<file path="src/rtl/alu_sequencer.sv">
// Command front end for the single-core alu: accepts one command, drives the ALU
// operand/opcode registers, waits out the ALU result/zero latency and returns the result.
module alu_sequencer #(
    parameter int unsigned N     = 12,
    parameter int unsigned CNT_W = 16
) (
    input  logic             clk,
    input  logic             reset,
    input  logic             cmd_valid,
    output logic             cmd_ready,
    input  logic [2:0]       cmd_op,
    input  logic [N-1:0]     cmd_a,
    input  logic [N-1:0]     cmd_b,
    output logic [N-1:0]     alu_in1,
    output logic [N-1:0]     alu_in2,
    output logic [2:0]       alu_op,
    input  logic [N-1:0]     alu_result,
    input  logic [15:0]      alu_z,
    output logic             res_valid,
    input  logic             res_ready,
    output logic [N-1:0]     res_data,
    output logic             res_zero,
    output logic             res_err,
    output logic             busy,
    output logic [CNT_W-1:0] op_count
);

    localparam int unsigned OP_W = 3;

    typedef enum logic [2:0] {
        IDLE = 3'd0,
        EXEC = 3'd1,
        WAIT = 3'd2,
        CAPT = 3'd3,
        RESP = 3'd4
    } state_t;

    state_t           state, state_d;
    logic [N-1:0]     alu_in1_d, alu_in2_d, res_data_d;
    logic [OP_W-1:0]  alu_op_d;
    logic             res_valid_d, res_zero_d, res_err_d, busy_d;
    logic [CNT_W-1:0] op_count_d;
    logic             op_legal;
    logic             unused_z;

    // Only the LSB of the ALU zero bus carries the flag.
    assign unused_z  = ^alu_z[15:1];
    assign cmd_ready = (state == IDLE);
    assign op_legal  = (cmd_op >= OP_W'(1)) && (cmd_op <= OP_W'(4));

    always_ff @(posedge clk) begin
        if (reset) begin
            state     <= IDLE;
            alu_in1   <= '0;
            alu_in2   <= '0;
            alu_op    <= '0;
            res_valid <= 1'b0;
            res_data  <= '0;
            res_zero  <= 1'b0;
            res_err   <= 1'b0;
            busy      <= 1'b0;
            op_count  <= '0;
        end else begin
            state     <= state_d;
            alu_in1   <= alu_in1_d;
            alu_in2   <= alu_in2_d;
            alu_op    <= alu_op_d;
            res_valid <= res_valid_d;
            res_data  <= res_data_d;
            res_zero  <= res_zero_d;
            res_err   <= res_err_d;
            busy      <= busy_d;
            op_count  <= op_count_d;
        end
    end

    always_comb begin
        state_d     = state;
        alu_in1_d   = alu_in1;
        alu_in2_d   = alu_in2;
        alu_op_d    = alu_op;
        res_valid_d = res_valid;
        res_data_d  = res_data;
        res_zero_d  = res_zero;
        res_err_d   = res_err;
        op_count_d  = op_count;

        case (state)
            IDLE: begin
                if (cmd_valid) begin
                    if (op_legal) begin
                        alu_in1_d = cmd_a;
                        alu_in2_d = cmd_b;
                        alu_op_d  = cmd_op;
                        state_d   = EXEC;
                    end else begin
                        // Illegal opcode is answered directly; the ALU is never touched.
                        res_err_d   = 1'b1;
                        res_data_d  = '0;
                        res_zero_d  = 1'b0;
                        res_valid_d = 1'b1;
                        state_d     = RESP;
                    end
                end
            end
            EXEC: begin
                // ALU samples the opcode at this edge; dropping to 0 makes it hold alu_out.
                alu_op_d = '0;
                state_d  = WAIT;
            end
            WAIT: begin
                state_d = CAPT;
            end
            CAPT: begin
                res_data_d  = alu_result;
                res_zero_d  = alu_z[0];
                res_err_d   = 1'b0;
                res_valid_d = 1'b1;
                if (op_count != '1) begin
                    op_count_d = op_count + CNT_W'(1);
                end
                state_d = RESP;
            end
            RESP: begin
                if (res_ready) begin
                    res_valid_d = 1'b0;
                    state_d     = IDLE;
                end
            end
            default: begin
                state_d = IDLE;
            end
        endcase

        busy_d = (state_d != IDLE);
    end

endmodule
</file>
<file path="config.mk">
export PLATFORM = sky130hd
export DESIGN_NAME = alu_sequencer
export DESIGN_NICKNAME = d
export VERILOG_FILES = /design/src/rtl/alu_sequencer.sv
export SDC_FILE = /design/constraint.sdc
export NUM_CORES = 1
export LEC_CHECK = 0
export ABC_AREA = 1
export CAP_MARGIN = 5
export CORE_ASPECT_RATIO = 1.2
export CORE_MARGIN = 2
export CORE_UTILIZATION = 40
export CTS_CLUSTER_SIZE = 14
export DETAILED_ROUTE_END_ITERATION = 8
export PLACE_DENSITY = 0.8
export SETUP_SLACK_MARGIN = 0.1
export SYNTH_ARGS = -nofsm -noshare
export SYNTH_HDL_FRONTEND = slang
export SYNTH_SLANG_ARGS = --single-unit
</file>
<file path="constraint.sdc">
create_clock -name clk -period 2.05 [get_ports clk]
set_clock_uncertainty 0.05 [all_clocks]
set_input_delay 0.205 -clock clk [delete_from_list [all_inputs] [get_ports clk]]
set_output_delay 0.205 -clock clk [all_outputs]
set_load 0.05 [all_outputs]
</file>
Word-level counts from Yosys, hierarchy flattened --
Index checks and enable logic that the tools add are counted.
Word-level totals: register bits after elaboration 62, latch bits 0, bits in writable memories 0, bits in read-only memories 0, bits of input ports 59, output and inout port bits 60, memories kept 0
Operators by class: add/sub/neg operators 1, multipliers 0, divide/modulo/power cells 0, order comparisons 2, equal/unequal tests 9, shift operators 0, mux-type cells 18, bitwise gates (word level) 0, reductions and logical operators 11
Operator list (count):
- $mux W12 | 2
- $pmux W12 S2 | 1
- $add A16 B1 Y16 const B | 1
- $ne A16 B16 Y1 const B | 1
- $mux W3 | 5
- $pmux W3 S5 | 1
- $reduce_and A3 Y1 | 3
- $eq A3 B2 Y1 const B | 2
- $ne A2 B2 Y1 const B | 3
- $pmux W3 S2 | 1
- $reduce_bool A3 Y1 | 2
- $mux W1 | 5
- $pmux W1 S2 | 2
- $reduce_and A4 Y1 | 1
- $reduce_bool A2 Y1 | 2
- $eq A3 B1 Y1 const B | 1
- $eq A3 B3 Y1 const B | 1
- $ge A3 B1 Y1 const B | 1
- $le A3 B3 Y1 const B | 1
- $logic_not A3 Y1 | 1
- $pmux W1 S3 | 1
- $ne A2 B1 Y1 const B | 1
- $reduce_and A2 Y1 | 1
- $logic_and A1 B1 Y1 | 1

Longest topological paths before layout --
depth after elaboration 6, gate-level depth with buffers 9, mapped depth without buffers 9

Worst setup path after synthesis --
OpenSTA, ideal clock, no wires.
kind register to register, start point register op_count[0], end point register op_count[0], data arrival time 1.697 ns, required time 1.885 ns, path slack 0.188 ns, stages on the path, launching flop included 10, path buffers 1, clock period less this slack 1.862 ns, cell sequence dfxtp_1 > ha_1 > nand2_1 > nor2_1 > nand2_2 > nor2_2 > nor2_4 > buf_6 > nor2_1 > nor2_1
Between the ends: word-level cells in the longest chain between the ends 2, elaborated cells between the ends (all ways) 3
RTL lines:
- start, declared | RTL line 25 | output logic [CNT_W-1:0] op_count
- start signal, assigned | RTL line 73 | op_count <= op_count_d;
- branches (longest 2 deep; another with $add A16 B1 Y16)
Several ways; the timed one is not identified. A chain may end at the register's enable or synchronous reset.

Final worst setup path --
start point register op_count[7], end point output port op_count[7]
No word-level cell between the ends.

==> impl_metrics.env <==
export IMPL_viasPerCell=4.71
export IMPL_cts_max_level=3
export IMPL_critPathKind="flip-flop to output pin"
export IMPL_crit_path_max_fanout=5
export IMPL_max_cap_violations=0
export IMPL_yosys_warnings=0
export IMPL_multiInputGateArea_um2=1260
export IMPL_synth_edf_count=0
export IMPL_drc=0
export IMPL_firstDrtPassIters=6
export IMPL_worstPathRequired_ps=1790
export IMPL_yosysUniqueCellTypes=30
export IMPL_relSlewSlack=0.649
export IMPL_grt_use_total=0.182
export IMPL_synth_commonest_cells="nand2_1 (82), nor2_1 (73), dfxtp_1 (62)"
export IMPL_whs_path_depth=3
export IMPL_grtUsageMet1=0.200
export IMPL_place_gp_congestion=0.814
export IMPL_dpl_hpwl_mm=4.54
export IMPL_ys_ff_latch=62
export IMPL_worstReg2RegEnd="op_count[3]$_SDFFE_PP0P_"
export IMPL_clkLatencyLatePin_ps=320
export IMPL_grt_first_pass_wirelength_mm=10.7
export IMPL_netlist_area_um2=2680
export IMPL_post_cts_resized=0
export IMPL_cts_tree="yes"
export IMPL_clkTransAtPathRegs_ps=70
export IMPL_die_y_um=93.7
export IMPL_seq_area_frac_synth=0.463
export IMPL_ctsHoldBuffers=0
export IMPL_crit_slowest_cell="clkdlybuf4s50_1"
export IMPL_post_route_min_period_ps=1870
export IMPL_slew_violations=0
export IMPL_dpl_cell_area_um2=3760
export IMPL_routed_via_count=2651
export IMPL_final_area_um2=3950
export IMPL_final_seq_area_um2=1240
export IMPL_overflow=0
export IMPL_setup_violations=0
export IMPL_fill_cells=571
export IMPL_tightest_slew_ps=525
export IMPL_wl_per_cell_um=11.1
export IMPL_io_buffer_count=103
export IMPL_dieArea_um2=7380
export IMPL_fmax_mhz=536
export IMPL_r2r_start="op_count[0]$_SDFFE_PP0P_"
export IMPL_worstHoldStart="alu_z[0]"
export IMPL_outcome="finished, final reports clean"
export IMPL_min_to="res_zero$_SDFFE_PP0P_"
export IMPL_cts_buffer_depth=2
export IMPL_syn_inst=369
export IMPL_grt_max_degree=25
export IMPL_clock_sinks=62
export IMPL_vdd_drop_max_mv=0.691
export IMPL_worstSetupEndpointType="output pin"
export IMPL_wirelength_mm=6.23
export IMPL_arrival_ps=1610
export IMPL_syn2layout_area_growth_pct=47.3
export IMPL_layout_setup_ws_ps=184
export IMPL_root_buffer="clkbuf_8"
export IMPL_critical_path_top_delay_family="buffers and inverters"
export IMPL_drtAntennaViolNets=0
export IMPL_nets=533
export IMPL_antenna_found_initial=0
export IMPL_hold_slack_ps=395
export IMPL_start_util=0.416
export IMPL_synth_largest_area_cell="dfxtp_1"
export IMPL_ys_flop_type="dfxtp_1"
export IMPL_startpoint_type="flip-flop"
export IMPL_synth_nets=429
export IMPL_placement_setup_worst_slack_ps=333
export IMPL_pin_count=119
export IMPL_busiest_layer="met2"
export IMPL_final_layout_size_suffix_gt1_frac=0.0858
export IMPL_rsz0062_at_grt="false"
export IMPL_rows=32
export IMPL_drtIter0Drc=69
export IMPL_die_w_um=78.8
export IMPL_r2r_cells=7
export IMPL_yosys_area_top_type_share=0.463
export IMPL_cellLeakagePower_nw=1.51
export IMPL_power_density_nw_per_um2=786
export IMPL_setup_tns_ps=0
export IMPL_synth_area_per_cell_um2=7.27
export IMPL_synthArstFlopShare=0
export IMPL_r2r_slack_ps=440
export IMPL_met2_usage=0.310
export IMPL_post_cts_setup_buffers=0
export IMPL_hold_class="input pin to flip-flop"
export IMPL_use_met3=0.0721
export IMPL_path_cells="clkdlybuf4s50_1"
export IMPL_cts_buffers=9
export IMPL_synth_most_common_cell="nand2_1"
export IMPL_coreArea_um2=6450
export IMPL_path_buf_inv=1
export IMPL_report_final_hold_viol_count=0
export IMPL_cp_slowest_stage_delay_ps=840
export IMPL_first_global_vias=2531
export IMPL_fin_crit_sh=0.910
export IMPL_n_antenna_cell=0
export IMPL_yosys_top_cells_area="dfxtp_1 (46%), nand2_1 (11%), nor2_1 (10%)"
cell families (layout without fill, tap and decap cells):
| family | count (synthesis) | in the layout | synth area share |
|---|---|---|---|
| AOI/OAI and AO/OA | 60 | 60 | 0.119 |
| xor gates and xnor gates | 6 | 6 | 0.0196 |
| adders and majority gates | 1 | 1 | 0.00466 |
| buffers and inverters | 40 | 149 | 0.0690 |
| DFF | 62 | 62 | 0.463 |
| and+or+nand+nor | 200 | 200 | 0.325 |
routing by layer:
layer  vias up  part of all wire
met5         -                 0
met4         0            0.0082
met3         6             0.088
met2        83              0.48
met1      1171              0.43
li1       1391                 -
through the flow:
| step | util | power [mW] | cells |
|---|---|---|---|
| global placement | 0.583 | 2.10 | 547 |
| global route | 0.613 | 3.26 | 563 |
| floorplan | - | 1.84 | 369 |
| detailed placement | 0.583 | 2.11 | 547 |
| CTS | 0.613 | 3.14 | 563 |
| finish | 0.613 | 3.10 | 563 |
how the worst max path moves through the flow:
stage | slack, ps | from | cells after the start | end
final | 180 | op_count[7]$_SDFFE_PP0P_ | 1 | op_count[7]
after detailed placement | 330 | cmd_op[1] | 7 | busy$_SDFF_PP0_
after global placement | 350 | cmd_op[1] | 8 | busy$_SDFF_PP0_
after floorplan | 190 | op_count[0]$_SDFFE_PP0P_ | 9 | op_count[0]$_SDFFE_PP0P_
after CTS | 170 | op_count[7]$_SDFFE_PP0P_ | 1 | op_count[7]
after global routing | 130 | op_count[2]$_SDFFE_PP0P_ | 1 | op_count[2]
report_power, final:
part	switching [mW]	internal [mW]	total (mW)
registers	0.0406	1.28	1.32
logic	0.479	0.277	0.756
clock network	0.467	0.557	1.02
flip-flops by register name, indices dropped and copies added (netlist names), 3 cells and up:
register,flops
op_count,16
alu_op,3
state,3
alu_in2,12
alu_in1,12
res_data,12
cells in the final DEF, fill, tap and decap left out, drive strengths merged:
master         instances
dfxtp                 62
xnor2                  2
clkinv                 4
a21oi                 31
nor3                   1
o21ai                 29
bufinv                 1
clkbuf                10
buf                    5
xor2                   4
nand4                  4
nor2                  79
clkinvlp               3
nand2                 86
ha                     1
clkdlybuf4s50        102
nand3                 29
inv                   24
nand3b                 1
layout make-up:
cell class | count | area share
clock inverter | 6 | 0.0158
multi-input combinational | 267 | 0.318
clock buffer | 10 | 0.0323
timing repair buffer | 107 | 0.268
tap | 85 | 0.0269
sequential | 62 | 0.314
inverter | 26 | 0.0250
Note: power is estimated with default switching activity, not from simulation.
